`config.mk`:
```
export PLATFORM = sky130hd
export DESIGN_NAME = pwm_feed_ctrl_flat
export DESIGN_NICKNAME = d
export VERILOG_FILES = /design/src/rtl/pwm_feed_pkg.sv /design/src/rtl/pwm_feed_ctrl_if.sv /design/src/rtl/pwm_feed_fifo.sv /design/src/rtl/pwm_feed_ctrl.sv /design/src/flat_wrapper.sv
export SDC_FILE = /design/constraint.sdc
export NUM_CORES = 1
export LEC_CHECK = 0
export ABC_AREA = 0
export CAP_MARGIN = 5
export CORE_MARGIN = 3
export CORE_UTILIZATION = 50
export DETAILED_ROUTE_END_ITERATION = 7
export PLACE_DENSITY = 0.78
export SLEW_MARGIN = 20
export SYNTH_ARGS = -nofsm -noshare
export SYNTH_HDL_FRONTEND = slang
export SYNTH_SLANG_ARGS = --single-unit
export TNS_END_PERCENT = 5
```
`constraint.sdc`:
```
create_clock -name clk -period 4.43 [get_ports clk]
set_input_delay 0.6645 -clock clk [delete_from_list [all_inputs] [get_ports clk]]
set_output_delay 0.6645 -clock clk [all_outputs]
set_load 0.01 [all_outputs]
```
`src/rtl/pwm_feed_pkg.sv`:
```
// Shared types and constants for the PWM feed sequencer.
// Optional mute-on-underrun behaviour is selected by PWM_FEED_MUTE_ON_UNDERRUN_EN.
package pwm_feed_pkg;

    localparam int         DATA_W_DEFAULT = 24;
    localparam logic [7:0] UNDERRUN_MAX   = 8'hFF;

    typedef enum logic [1:0] {
        IDLE  = 2'd0,
        PRIME = 2'd1,
        RUN   = 2'd2
    } state_t;

    // Saturating increment for the 8-bit underrun counter.
    function automatic logic [7:0] sat_inc8(input logic [7:0] value);
        return (value == UNDERRUN_MAX) ? value : value + 8'd1;
    endfunction

endpackage

```
`src/rtl/pwm_feed_ctrl_if.sv`:
```
// Sample-write and PWM-core signal bundle for pwm_feed_ctrl.
// The slave modport is the sequencer side; the master modport is the producer/observer side.
interface pwm_feed_ctrl_if #(
    parameter int DATA_W = pwm_feed_pkg::DATA_W_DEFAULT,
    parameter int DEPTH  = 8
);

    localparam int LVL_W = $clog2(DEPTH) + 1;

    logic              wr_en;
    logic [DATA_W-1:0] wr_data;
    logic              full;
    logic [LVL_W-1:0]  level;
    logic [DATA_W-1:0] pwm_data;
    logic              pwm_cs;
    logic              pwm_start;

    modport master (
        output wr_en,
        output wr_data,
        input  full,
        input  level,
        input  pwm_data,
        input  pwm_cs,
        input  pwm_start
    );

    modport slave (
        input  wr_en,
        input  wr_data,
        output full,
        output level,
        output pwm_data,
        output pwm_cs,
        output pwm_start
    );

endinterface

```
`src/rtl/pwm_feed_fifo.sv`:
```
// Synchronous sample FIFO; DEPTH must be a power of two so the pointers wrap for free.
// Push is refused when full, pop is refused when empty; both see the pre-edge level.
module pwm_feed_fifo #(
    parameter int DATA_W = 24,
    parameter int DEPTH  = 8
) (
    input  logic                     clk,
    input  logic                     reset,
    input  logic                     push,
    input  logic [DATA_W-1:0]        push_data,
    input  logic                     pop,
    output logic [DATA_W-1:0]        pop_data,
    output logic                     full,
    output logic                     empty,
    output logic [$clog2(DEPTH):0]   level
);

    localparam int AW    = $clog2(DEPTH);
    localparam int LVL_W = AW + 1;

    logic [DATA_W-1:0] mem_q [DEPTH];
    logic [DATA_W-1:0] mem_d [DEPTH];
    logic [AW-1:0]     wr_ptr_q, wr_ptr_d;
    logic [AW-1:0]     rd_ptr_q, rd_ptr_d;
    logic [LVL_W-1:0]  level_q, level_d;
    logic              do_push;
    logic              do_pop;

    assign full     = (level_q == LVL_W'(DEPTH));
    assign empty    = (level_q == '0);
    assign level    = level_q;
    assign pop_data = mem_q[rd_ptr_q];
    assign do_push  = push && !full;
    assign do_pop   = pop && !empty;

    always_comb begin
        mem_d    = mem_q;
        wr_ptr_d = wr_ptr_q;
        rd_ptr_d = rd_ptr_q;
        level_d  = level_q;

        if (do_push) begin
            mem_d[wr_ptr_q] = push_data;
            wr_ptr_d        = wr_ptr_q + AW'(1);
        end
        if (do_pop) begin
            rd_ptr_d = rd_ptr_q + AW'(1);
        end

        case ({do_push, do_pop})
            2'b10:   level_d = level_q + LVL_W'(1);
            2'b01:   level_d = level_q - LVL_W'(1);
            default: level_d = level_q;
        endcase
    end

    always_ff @(posedge clk) begin
        if (reset) begin
            wr_ptr_q <= '0;
            rd_ptr_q <= '0;
            level_q  <= '0;
        end else begin
            wr_ptr_q <= wr_ptr_d;
            rd_ptr_q <= rd_ptr_d;
            level_q  <= level_d;
        end
    end

    // Storage needs no reset: a flushed FIFO never exposes stale entries.
    always_ff @(posedge clk) begin
        mem_q <= mem_d;
    end

endmodule

```
`src/rtl/pwm_feed_ctrl.sv`:
```
// Paces buffered audio samples into the PWM DAC core at a programmable rate.
// Define PWM_FEED_MUTE_ON_UNDERRUN_EN to output zero on an underrun tick instead of holding.
module pwm_feed_ctrl
    import pwm_feed_pkg::*;
#(
    parameter int DATA_W    = DATA_W_DEFAULT,
    parameter int DEPTH     = 8,
    parameter int DIV_W     = 16,
    parameter int PRIME_LVL = 4
) (
    input  logic              clk,
    input  logic              reset,
    input  logic              enable,
    input  logic [DIV_W-1:0]  div,
    pwm_feed_ctrl_if.slave    bus,
    output logic [7:0]        underrun_cnt,
    output logic              busy
);

    localparam int LVL_W = $clog2(DEPTH) + 1;

    state_t            state_q, state_d;
    logic [DIV_W-1:0]  cnt_q, cnt_d;
    logic [DIV_W-1:0]  div_q, div_d;
    logic [DATA_W-1:0] pwm_data_q, pwm_data_d;
    logic [7:0]        underrun_q, underrun_d;

    logic              fifo_pop;
    logic [DATA_W-1:0] fifo_data;
    logic              fifo_full;
    logic              fifo_empty;
    logic [LVL_W-1:0]  fifo_level;
    logic              pwm_cs;
    logic              pwm_start;

    pwm_feed_fifo #(
        .DATA_W (DATA_W),
        .DEPTH  (DEPTH)
    ) u_fifo (
        .clk       (clk),
        .reset     (reset),
        .push      (bus.wr_en),
        .push_data (bus.wr_data),
        .pop       (fifo_pop),
        .pop_data  (fifo_data),
        .full      (fifo_full),
        .empty     (fifo_empty),
        .level     (fifo_level)
    );

    assign bus.full      = fifo_full;
    assign bus.level     = fifo_level;
    assign bus.pwm_data  = pwm_data_q;
    assign bus.pwm_cs    = pwm_cs;
    assign bus.pwm_start = pwm_start;
    assign underrun_cnt  = underrun_q;
    assign busy          = (state_q != IDLE);

    always_comb begin
        state_d    = state_q;
        cnt_d      = cnt_q;
        div_d      = div_q;
        pwm_data_d = pwm_data_q;
        underrun_d = underrun_q;
        fifo_pop   = 1'b0;
        pwm_cs     = 1'b0;
        pwm_start  = 1'b0;

        case (state_q)
            IDLE: begin
                if (enable) begin
                    state_d = PRIME;
                    div_d   = div;
                end
            end

            PRIME: begin
                pwm_cs = 1'b1;
                if (!enable) begin
                    state_d = IDLE;
                end else if (fifo_level >= LVL_W'(PRIME_LVL)) begin
                    state_d    = RUN;
                    fifo_pop   = 1'b1;
                    pwm_data_d = fifo_data;
                    cnt_d      = div_q;
                end
            end

            RUN: begin
                pwm_cs    = 1'b1;
                pwm_start = 1'b1;
                // Dropping enable wins over a coincident tick; the FIFO is left untouched.
                if (!enable) begin
                    state_d = IDLE;
                end else if (cnt_q == '0) begin
                    cnt_d = div_q;
                    if (!fifo_empty) begin
                        fifo_pop   = 1'b1;
                        pwm_data_d = fifo_data;
                    end else begin
                        underrun_d = sat_inc8(underrun_q);
`ifdef PWM_FEED_MUTE_ON_UNDERRUN_EN
                        pwm_data_d = '0;
`else
                        pwm_data_d = pwm_data_q;
`endif
                    end
                end else begin
                    cnt_d = cnt_q - DIV_W'(1);
                end
            end

            default: begin
                state_d = IDLE;
            end
        endcase
    end

    always_ff @(posedge clk) begin
        if (reset) begin
            state_q    <= IDLE;
            cnt_q      <= '0;
            div_q      <= '0;
            pwm_data_q <= '0;
            underrun_q <= '0;
        end else begin
            state_q    <= state_d;
            cnt_q      <= cnt_d;
            div_q      <= div_d;
            pwm_data_q <= pwm_data_d;
            underrun_q <= underrun_d;
        end
    end

endmodule

```
`src/flat_wrapper.sv`:
```
// flat-port wrapper written by rule: the top's interface ports become plain ports
module pwm_feed_ctrl_flat import pwm_feed_pkg::*;
#(
    parameter int DATA_W    = DATA_W_DEFAULT,
    parameter int DEPTH     = 8,
    parameter int DIV_W     = 16,
    parameter int PRIME_LVL = 4
)
  (clk, reset, enable, div, underrun_cnt, busy, bus_wr_en, bus_wr_data, bus_full, bus_level, bus_pwm_data, bus_pwm_cs, bus_pwm_start);
  pwm_feed_ctrl_if #(.DATA_W(DATA_W), .DEPTH(DEPTH)) bus_i ();
  input  logic clk;
  input  logic reset;
  input  logic enable;
  input  logic [DIV_W-1:0] div;
  output logic [7:0] underrun_cnt;
  output logic busy;
  input wire logic [$bits(bus_i.wr_en)-1:0] bus_wr_en;
  input wire logic [$bits(bus_i.wr_data)-1:0] bus_wr_data;
  output wire logic [$bits(bus_i.full)-1:0] bus_full;
  output wire logic [$bits(bus_i.level)-1:0] bus_level;
  output wire logic [$bits(bus_i.pwm_data)-1:0] bus_pwm_data;
  output wire logic [$bits(bus_i.pwm_cs)-1:0] bus_pwm_cs;
  output wire logic [$bits(bus_i.pwm_start)-1:0] bus_pwm_start;
  assign bus_i.wr_en = bus_wr_en;
  assign bus_i.wr_data = bus_wr_data;
  assign bus_full = bus_i.full;
  assign bus_level = bus_i.level;
  assign bus_pwm_data = bus_i.pwm_data;
  assign bus_pwm_cs = bus_i.pwm_cs;
  assign bus_pwm_start = bus_i.pwm_start;
  pwm_feed_ctrl #(.DATA_W(DATA_W), .DEPTH(DEPTH), .DIV_W(DIV_W), .PRIME_LVL(PRIME_LVL)) u_core (.clk(clk), .reset(reset), .enable(enable), .div(div), .bus(bus_i), .underrun_cnt(underrun_cnt), .busy(busy));
endmodule
```
[Yosys cells after proc, flatten, opt, wreduce, memory -nomap -nowiden]
Index checks and enable logic that the tools add are counted.
Word-level totals
  logic and storage cells: 91
  bits in registers: 268
  bits in latches: 0
  memory bits (read-only): 0
  RAM bits: 0
  memories: 0
Operators by class
  $lt $le $gt $ge: 4
  div/mod/pow operators: 0
  reduce and logical (&&, ||, !) cells: 17
  $add $sub $neg: 6
  eq/ne operators: 14
  shift operators: 0
  $mul: 0
  muxes and demuxes: 31
  bitwise gates (word level): 3
Operators with widths (number)
  192-bit bitwise mux: 1
  24-bit 2-to-1 mux: 8
  24-bit binary-select mux with 3-bit select: 1
  24-bit demux with 3-bit select: 1
  16-bit 2-to-1 mux: 4
  24-bit case mux with 2 select lines: 1
  16-bit case mux with 2 select lines: 1
  16-bit logical NOT: 1
  16-bit by 1-bit subtractor with 16-bit output, second input constant: 1
  2-bit inequality test, second input constant: 5
  8-bit by 1-bit adder with 8-bit output, second input constant: 1
  8-bit == test, second input constant: 1
  4-bit >= comparator, second input constant: 2
  2-bit 2-to-1 mux: 4
  3-bit inverter with 4-bit output: 2
  4-bit case mux with 2 select lines: 1
  1-bit 2-to-1 mux: 7
  3-bit by 1-bit adder with 3-bit output, second input constant: 2
  2-bit case mux with 3 select lines: 1
  6-bit AND reduction: 1
  2-bit nonzero test: 3
  5-bit AND reduction: 1
  4-bit by 1-bit adder with 4-bit output, second input constant: 1
  2-bit by 1-bit == test with 1-bit output, second input constant: 2
  17 further kinds: 22

[Longest topological paths before layout]
Gate-level depths: netlist (run 1).
  depth after elaboration: 8
  mapped depth: 15

[Cells and area by module]
A second synthesis (run 1) with hierarchy kept.
Unflattened totals
  cell total of the unflattened synthesis: 731
  area, all modules: 11030.6 µm²
By module, submodules not included
  pwm_feed_fifo: area an instance 7830.0 µm², cells each 348, times used 1, sequential area each 5965.7 µm²
  pwm_feed_ctrl: area an instance 3200.6 µm², cells each 383, times used 1, sequential area each 1321.3 µm²

[Worst setup path before layout (run 1)]
OpenSTA, ideal clock, no wires.
  kind: in2reg
  from: input port bus_wr_en
  to: register u_core.u_fifo.mem_q[144] (netlist name) (enable)
  path slack: 0.214 ns
  data required time: 3.955 ns
  arrival: 3.741 ns
  cell stages on the path: 3
  cell sequence: a21boi_1 -> inv_1 -> nor4b_1
On the way
  cells in the longest elaborated chain, start to end: 1
RTL lines
  start: declaration: RTL line flat_wrapper.sv:17  | input wire logic [$bits(bus_i.wr_en)-1:0] bus_wr_en;
  1-bit logical AND: RTL line pwm_feed_fifo.sv:33  | assign do_push = push && !full;
  end signal: assignment: RTL line pwm_feed_fifo.sv:71  | mem_q <= mem_d;
  end: declaration: RTL line pwm_feed_fifo.sv:21  | logic [DATA_W-1:0] mem_q [DEPTH];
No other way between the ends.
A chain may end at the register's enable or synchronous reset.

[Worst setup path in the final report (run 1)]
  from: register u_core.cnt_q[0]
  to: register u_core.u_fifo.level_q[3] (netlist: u_core.u_fifo.level[3])
On the way
  cells in the longest elaborated chain, start to end: 7
  elaborated cells on any way between the ends: 9
  those cells by class: eq/ne (2); mux (4); reduce/logical (3)
RTL lines
  start: declaration: RTL line pwm_feed_ctrl.sv:23  | logic [DIV_W-1:0] cnt_q, cnt_d;
  start signal: assignment: RTL line pwm_feed_ctrl.sv:128  | cnt_q <= cnt_d;
  16-bit logical NOT (*): RTL line pwm_feed_ctrl.sv:95  | end else if (cnt_q == '0) begin
  1-bit 2-to-1 mux (*): RTL line pwm_feed_ctrl.sv:95
  1-bit 2-to-1 mux (*): RTL line pwm_feed_ctrl.sv:93  | if (!enable) begin
  1-bit case mux with 2 select lines (*): RTL line pwm_feed_ctrl.sv:69  | case (state_q)
  1-bit logical AND (*): RTL line pwm_feed_fifo.sv:34  | assign do_pop = pop && !empty;
  net u_core.u_fifo.do_pop: RTL line pwm_feed_fifo.sv:27  | logic do_pop;
  2-bit by 1-bit == test with 1-bit output / 2-bit == test (equally long branches): RTL line pwm_feed_fifo.sv:50  | case ({do_push, do_pop})
  4-bit case mux with 2 select lines / 2-bit nonzero test (equally long branches)
  end signal: assignment: RTL line pwm_feed_fifo.sv:65  | level_q <= level_d;
  end: declaration: RTL line pwm_feed_fifo.sv:25  | logic [LVL_W-1:0] level_q, level_d;
Mark *: on every way through the listed nets, which the timed path passes. The rest lies on a longest branch.

==> results of run 1 <==
==> where the power goes <==
| group | leakage (nW) | internal, mW | switching [mW] |
|---|---|---|---|
| combinational | 1.28 | 0.162 | 0.210 |
| sequential | 2.36 | 2.77 | 0.0457 |
| clock | 0.410 | 1.22 | 0.936 |
| total | 4.05 | 4.14 | 1.19 |
==> cell usage after synthesis (3+ instances only) <==
| cell | number | share of area, % |
|---|---|---|
| sky130_fd_sc_hd__edfxtp_1 | 192 | 54 |
| sky130_fd_sc_hd__dfxtp_1 | 76 | 14 |
| sky130_fd_sc_hd__a21oi_1 | 60 | 2.8 |
| sky130_fd_sc_hd__mux4_2 | 48 | 10 |
| sky130_fd_sc_hd__nand2_1 | 47 | 1.6 |
| sky130_fd_sc_hd__nor2_1 | 35 | 1.2 |
| sky130_fd_sc_hd__clkbuf_1 | 30 | 1.1 |
| sky130_fd_sc_hd__mux2i_1 | 30 | 2.8 |
| sky130_fd_sc_hd__a211oi_1 | 25 | 1.8 |
| sky130_fd_sc_hd__inv_1 | 20 | 0.70 |
| sky130_fd_sc_hd__nor3_1 | 14 | 0.65 |
| sky130_fd_sc_hd__o21ai_0 | 14 | 0.65 |
| sky130_fd_sc_hd__nand3_1 | 13 | 0.61 |
| sky130_fd_sc_hd__ha_1 | 10 | 1.2 |
| sky130_fd_sc_hd__nor4_1 | 8 | 0.47 |
| sky130_fd_sc_hd__xnor2_1 | 8 | 0.65 |
| sky130_fd_sc_hd__buf_1 | 7 | 0.25 |
| sky130_fd_sc_hd__buf_2 | 7 | 0.33 |
| sky130_fd_sc_hd__or3_1 | 5 | 0.29 |
| sky130_fd_sc_hd__nor3b_1 | 4 | 0.28 |
| sky130_fd_sc_hd__or4_1 | 4 | 0.28 |
| sky130_fd_sc_hd__nand2b_1 | 3 | 0.18 |
| sky130_fd_sc_hd__o211ai_1 | 3 | 0.21 |
| sky130_fd_sc_hd__o311ai_0 | 3 | 0.25 |
| sky130_fd_sc_hd__o31ai_1 | 3 | 0.21 |
| sky130_fd_sc_hd__or2_2 | 3 | 0.18 |
| sky130_fd_sc_hd__xor2_1 | 3 | 0.25 |
==> kinds of logic (layout without fill, tap and decap cells) <==
| kind of cell | count (synthesis) | count (layout) | synth area share [%] |
|---|---|---|---|
| flops | 268 | 268 | 68.1 |
| xor+xnor | 11 | 11 | 0.900 |
| compound gates | 130 | 130 | 7.58 |
| fa+ha+maj | 11 | 11 | 1.36 |
| simple gates | 149 | 149 | 6.83 |
| mux | 78 | 78 | 12.9 |
| buf+inv | 64 | 170 | 2.33 |
==> layout make-up <==
class / count / area, um2 / share of cell area [%]
Sequential cell: 268 / 7290 / 57.3
Multi-Input combinational cell: 379 / 3210 / 25.2
Timing Repair Buffer: 100 / 973 / 7.64
Clock buffer: 37 / 768 / 6.03
Tap cell: 270 / 338 / 2.65
Clock inverter: 13 / 76.3 / 0.599
Inverter: 20 / 75.1 / 0.590
==> worst paths after layout <==
check        slack, ps  cells past startpoint       startpoint                endpoint
max                600                     13  u_core.cnt_q[0]  u_core.u_fifo.level[3]
max reg2reg        600                     13  u_core.cnt_q[0]  u_core.u_fifo.level[3]
min                470                      2  u_core.div_q[7]         u_core.div_q[7]
min reg2reg        470                      2  u_core.div_q[7]         u_core.div_q[7]
==> flip-flops by register name (all words and copies together) (netlist names) <==
signal                  cells
u_core.u_fifo.wr_ptr_q      3
u_core.u_fifo.level         4
u_core.underrun_cnt         8
u_core.cnt_q               16
u_core.state_q              2
u_core.u_fifo.mem_q       192
u_core.div_q               16
u_core.u_fifo.rd_ptr_q      3
u_core.bus.pwm_data        24
==> routing by layer <==
layer  routed length (um)  GRT usage [%]  up-vias
li1                     -              -     2939
met1                10000           27.6     3245
met2                12000           34.5      222
met3                 1510           3.95       41
met4                  519           5.35        0
met5                    0              0        -
==> worst min-delay path: stages (launching register included) <==
cell and delay [ps]:
sky130_fd_sc_hd__dfxtp_1 310, sky130_fd_sc_hd__nand2_1 50, sky130_fd_sc_hd__a21oi_1 50
==> run summary, run 1 <==
===============================================================================================
Status                                                                             complete, no violations
Number of optimization iterations in the first detailed-route pass                            5
CTS tree                                                                                   done
Peak ir drop on the vdd network                                                        0.360 mV
Cell area after synthesis                                                             10700 um2
Buffers inserted during post-CTS setup optimization                                           0
Final worst-path setup slack                                                             601 ps
Initial DRC count                                                                           385
Routed length per placed instance                                                       22.2 um
Count of antenna-violating nets left after detailed routing                                   0
Area of the placeable core                                                            20600 um2
Tightest slew margin relative to the limit                                                31.0%
Commonest non-fill, non-tap cell in the layout                                     sky130_fd_sc_hd__edfxtp_1
Syn-to-layout area delta                                                                  19.0%
Endpoint arrival time on the critical path                                              4300 ps
Pins over their slew limit                                                                    0
Hold crit path type                                                                register to register
Vias in the first global route                                                             6654
Average size of a mapped cell                                                          15.0 um2
Min cycle time layout                                                                   3830 ps
Worst Path Required                                                                     4900 ps
Count of endpoints failing setup in the final report                                          0
Final hold violation count                                                                    0
Fill cell count                                                                            1498
# Max-Cap Violations                                                                          0
Final total negative setup slack                                                           0 ps
Number of instances in the synthesized netlist                                              711
Period Utilization, post-route                                                            86.4%
Layout Utilization                                                                        61.7%
FP Rows                                                                                      52
Most used flip-flop cell after synthesis                                           sky130_fd_sc_hd__edfxtp_1
Num CTS Buffers                                                                              27
CTS hold repair buffers                                                                       0
Flip-flop and latch count after synthesis                                                   268
CP delay by family, top                                                            simple AND/OR/NAND/NOR gates
Hold Slack                                                                               468 ps
Die span in y                                                                            152 um
Via count                                                                                  6447
Startpoint class of the critical path                                                  register
Area after DPL                                                                        11900 um2
Clock input transition at the sequential cells of the worst setup and hold paths          60 ps
Number of sinks driven by the clock tree                                                    268
Antenna violations before repair                                                              0
Post-synth cell types                                                                        54
Clk root buf                                                                       sky130_fd_sc_hd__clkbuf_16
Crit end category                                                                      register
Slowest cell on crit path                                                          sky130_fd_sc_hd__or4_4
Combined buffer and inverter count along the critical path                                    1
Post-Syn Nets                                                                               766
Worst Path Max Fanout                                                                        18
DIE AREA                                                                              23200 um2
Seq/Total Area, Yosys                                                                     68.1%
Leakage power                                                                           4.05 nW
Quantity of gates resized following cts                                                       0
DP Cell Count                                                                              1036
Most used cells in the layout excluding fill and tap cells                         192 x sky130_fd_sc_hd__edfxtp_1, 82 x sky130_fd_sc_hd__clkdlybuf4s50_1, 74 x sky130_fd_sc_hd__dfxtp_1, 59 x sky130_fd_sc_hd__a21oi_1, 48 x sky130_fd_sc_hd__mux4_2
Number of buffers inserted by port buffering                                                 83
# nets final                                                                                851
Count of synthesis-stage warnings from yosys                                                  0
Pwr dens                                                                             419 nW/um2
Non-filler instance count after layout                                                     1087
Ratio of routed vias to standard cells                                                     5.93
Area of all placed cells without fillers                                              12700 um2
Final HPWL from detailed placement                                                     13700 um
Inserted Diodes                                                                               0
First-pass GRT wire length                                                             37700 um
Ports placed on the boundary                                                                 84
Unrepaired setup endpoints after global routing                                           false
Maximum clock frequency                                                                 261 MHz
Worst path cell trace                                                              inv_1, ha_1, or4b_4, or4_4, o21a_1, nor2_1, ha_1, ha_1, a21o_1, a21oi_1, xnor2_1, or3_1, a21oi_1
Pin count of the biggest net entering global routing                                         52
Level count of the clock H-tree                                                               1
Kind of critical path                                                              register to register
Number of enable flip-flop cells after synthesis                                            192
Async set or reset register ratio after synthesis                                            0%
Number of DRC violations after detailed routing                                               0
Worst Clk Skew                                                                          10.4 ps
Clock latency on the worst-skew pair                                                     540 ps
Cell repeated most along the worst path                                            sky130_fd_sc_hd__ha_1
Residual overflow from global routing                                                         0
Total Wirelength                                                                       24100 um
Total Routing Usage GR                                                                    20.5%
Transition time at the pin with the least slew margin                                   1030 ps
Post-Place Setup Slack                                                                   633 ps
Die extent in x                                                                          152 um
Maximum clock insertion buffer count                                                          3
Total Power Consumption                                                                 5.34 mW
Final Wtd Congestion                                                                      0.856
Share of post-route cells with drive strength above 1                                     15.1%
Starting density of the core                                                              51.9%
Worst stage delay on the critical path                                                   530 ps
===============================================================================================
Power figures use the tool's default switching activity.
==> run 2, diff against run 1 <==
--- a/config.mk
+++ b/config.mk
@@ -8,9 +8,9 @@
 export ABC_AREA = 0
 export CAP_MARGIN = 5
 export CORE_MARGIN = 3
-export CORE_UTILIZATION = 50
+export CORE_UTILIZATION = 52
 export DETAILED_ROUTE_END_ITERATION = 7
-export PLACE_DENSITY = 0.78
+export PLACE_DENSITY = 0.8
 export SLEW_MARGIN = 20
 export SYNTH_ARGS = -nofsm -noshare
 export SYNTH_HDL_FRONTEND = slang
==> constraint.sdc (replaced) <==
create_clock -name clk -period 3.43 [get_ports clk]
set_input_delay 0.5145 -clock clk [delete_from_list [all_inputs] [get_ports clk]]
set_output_delay 0.5145 -clock clk [all_outputs]
set_load 0.01 [all_outputs]
==> run 2 against run 1 <==
Against the previous run:
- flip-flop and latch count unchanged
- design area grew 1.0%
- combinational power increased by 33%
- largest power group unchanged
==> run summary, run 2 (synthesized netlist as in run 1, its figures left out) <==
===============================================================================================
DP Cell Count                                                                              1041
Slowest cell on crit path                                                          sky130_fd_sc_hd__or4b_4
Count of endpoints failing setup in the final report                                          0
Vias in the first global route                                                             6749
Startpoint class of the critical path                                                  register
Crit end category                                                                      register
Residual overflow from global routing                                                         0
Leakage power                                                                           4.11 nW
Count of antenna-violating nets left after detailed routing                                   0
Die span in y                                                                            149 um
Amount of wire on met2 after detailed routing                                          12000 um
Die extent in x                                                                          149 um
Area after DPL                                                                        12000 um2
Initial DRC count                                                                           601
Pins over their slew limit                                                                    0
Worst stage delay on the critical path                                                   470 ps
Transition time at the pin with the least slew margin                                    685 ps
Maximum clock insertion buffer count                                                          3
Final HPWL from detailed placement                                                     14100 um
Hold crit path type                                                                input port to register
Level count of the clock H-tree                                                               1
CTS tree                                                                                   done
Number of flip-flops under the largest register name                                        192
Flop pwr share                                                                            52.1%
Commonest non-fill, non-tap cell in the layout                                     sky130_fd_sc_hd__edfxtp_1
Pin count of the biggest net entering global routing                                         42
Net switching power                                                                     1.55 mW
Syn-to-layout area delta                                                                  20.2%
Switching portion of total power                                                          22.2%
Met3 wire length                                                                        1650 um
Routed metal-1 wire length                                                              9570 um
Internal Dissipation                                                                    5.42 mW
Peak ir drop on the vdd network                                                        0.547 mV
Total Wirelength                                                                       23600 um
Part of the power in combinational logic                                                   7.1%
Worst path cell trace                                                              inv_1, ha_4, or4b_4, or4_4, o21a_1, nor2_1, ha_2, ha_1, a21o_1, a21oi_2, xnor2_1, or3_1, a21oi_2
Antenna violations before repair                                                              0
# nets final                                                                                861
DIE AREA                                                                              22300 um2
Maximum clock frequency                                                                 306 MHz
Final hold violation count                                                                    0
Number of buffers inserted by port buffering                                                 83
Kind of critical path                                                              register to register
Cell repeated most along the worst path                                            sky130_fd_sc_hd__a21oi_2
Worst Path Required                                                                     3880 ps
Inserted Diodes                                                                               0
Clk root buf                                                                       sky130_fd_sc_hd__clkbuf_16
Most used cells in the layout excluding fill and tap cells                         192 x sky130_fd_sc_hd__edfxtp_1, 82 x sky130_fd_sc_hd__clkdlybuf4s50_1, 74 x sky130_fd_sc_hd__dfxtp_1, 57 x sky130_fd_sc_hd__a21oi_1, 48 x sky130_fd_sc_hd__mux4_2
Endpoint arrival time on the critical path                                              3720 ps
Total Routing Usage GR                                                                    21.3%
Worst Clk Skew                                                                          25.8 ps
CP delay by family, top                                                            simple AND/OR/NAND/NOR gates
Routed length per placed instance                                                       21.6 um
Register with the most flip-flops                                                  u_core.u_fifo.mem_q
Pwr dens                                                                             542 nW/um2
Area of the placeable core                                                            19800 um2
Status                                                                             complete, no violations
Share of post-route cells with drive strength above 1                                     17.3%
Final total negative setup slack                                                           0 ps
Worst Path Max Fanout                                                                         5
Combined buffer and inverter count along the critical path                                    1
Highest routed layer                                                                       met4
Non-filler instance count after layout                                                     1092
Starting density of the core                                                              53.9%
Clock input transition at the sequential cells of the worst setup and hold paths          60 ps
Unrepaired setup endpoints after global routing                                           false
Min cycle time layout                                                                   3270 ps
FP Rows                                                                                      51
# Max-Cap Violations                                                                          0
Ports placed on the boundary                                                                 84
Via count                                                                                  6558
Number of optimization iterations in the first detailed-route pass                            7
Number of DRC violations after detailed routing                                               0
Period Utilization, post-route                                                            95.2%
Number of sinks driven by the clock tree                                                    268
Ratio of routed vias to standard cells                                                     6.01
Final Wtd Congestion                                                                      0.844
First-pass GRT wire length                                                             37100 um
Tightest slew margin relative to the limit                                                54.3%
Clock latency on the worst-skew pair                                                     550 ps
Num CTS Buffers                                                                              27
Area of all placed cells without fillers                                              12900 um2
Share of power burned in the clock network                                                40.8%
===============================================================================================
## run 2: layout make-up
| type | count | area, um2 |
|---|---|---|
| Multi-Input combinational cell | 379 | 3240 |
| Timing Repair Buffer | 110 | 1050 |
| Inverter | 20 | 75.1 |
| Fill cell | 1364 | 6980 |
| Clock inverter | 19 | 169 |
| Tap cell | 265 | 332 |
| Sequential cell | 268 | 7290 |
| Clock buffer | 31 | 701 |
## run 2: routing by layer
| metal | GRT usage [%] | vias up |
|---|---|---|
| li1 | - | 2957 |
| met4 | 4.67 | 0 |
| met5 | 0 | - |
| met1 | 28.7 | 3315 |
| met2 | 36.8 | 249 |
| met3 | 3.88 | 37 |
## run 2: path summary, 6_finish.rpt
kind | from | slack (ps) | to | cells after the start
min reg2reg | u_core.div_q[6] | 470 | u_core.div_q[6] | 2
max | u_core.cnt_q[1] | 160 | u_core.u_fifo.level[3] | 13
min | reset | 220 | u_core.div_q[12] | 2
max reg2reg | u_core.cnt_q[1] | 160 | u_core.u_fifo.level[3] | 13
## run 2: metrics by stage
step	power (mW)	worst slack [ps]	hold slack, ps	utilization [%]
floorplan	3.95	-426	433	-
global placement	4.16	220	459	60.3
detailed placement	4.19	29.4	456	60.3
CTS	7.03	17.0	201	64.7
global route	7.22	16.6	216	64.8
finish	6.97	163	224	64.8
## run 2: power groups by stage
| stage | combinational, mW | clock [mW] | sequential, mW |
|---|---|---|---|
| floorplan | 0.257 | 0 | 3.69 |
| global placement | 0.473 | 0 | 3.69 |
| detailed placement | 0.492 | 0 | 3.70 |
| CTS | 0.496 | 2.90 | 3.63 |
| global route | 0.546 | 3.03 | 3.64 |
| finish | 0.495 | 2.84 | 3.63 |
## run 2: repair_timing
item | 4_1_cts | 5_1_grt
endpoints found under the setup margin | 0 | 1
buffers inserted | 0 | 1
hold buffers | 0 | 0
gates resized for setup | 0 | 6
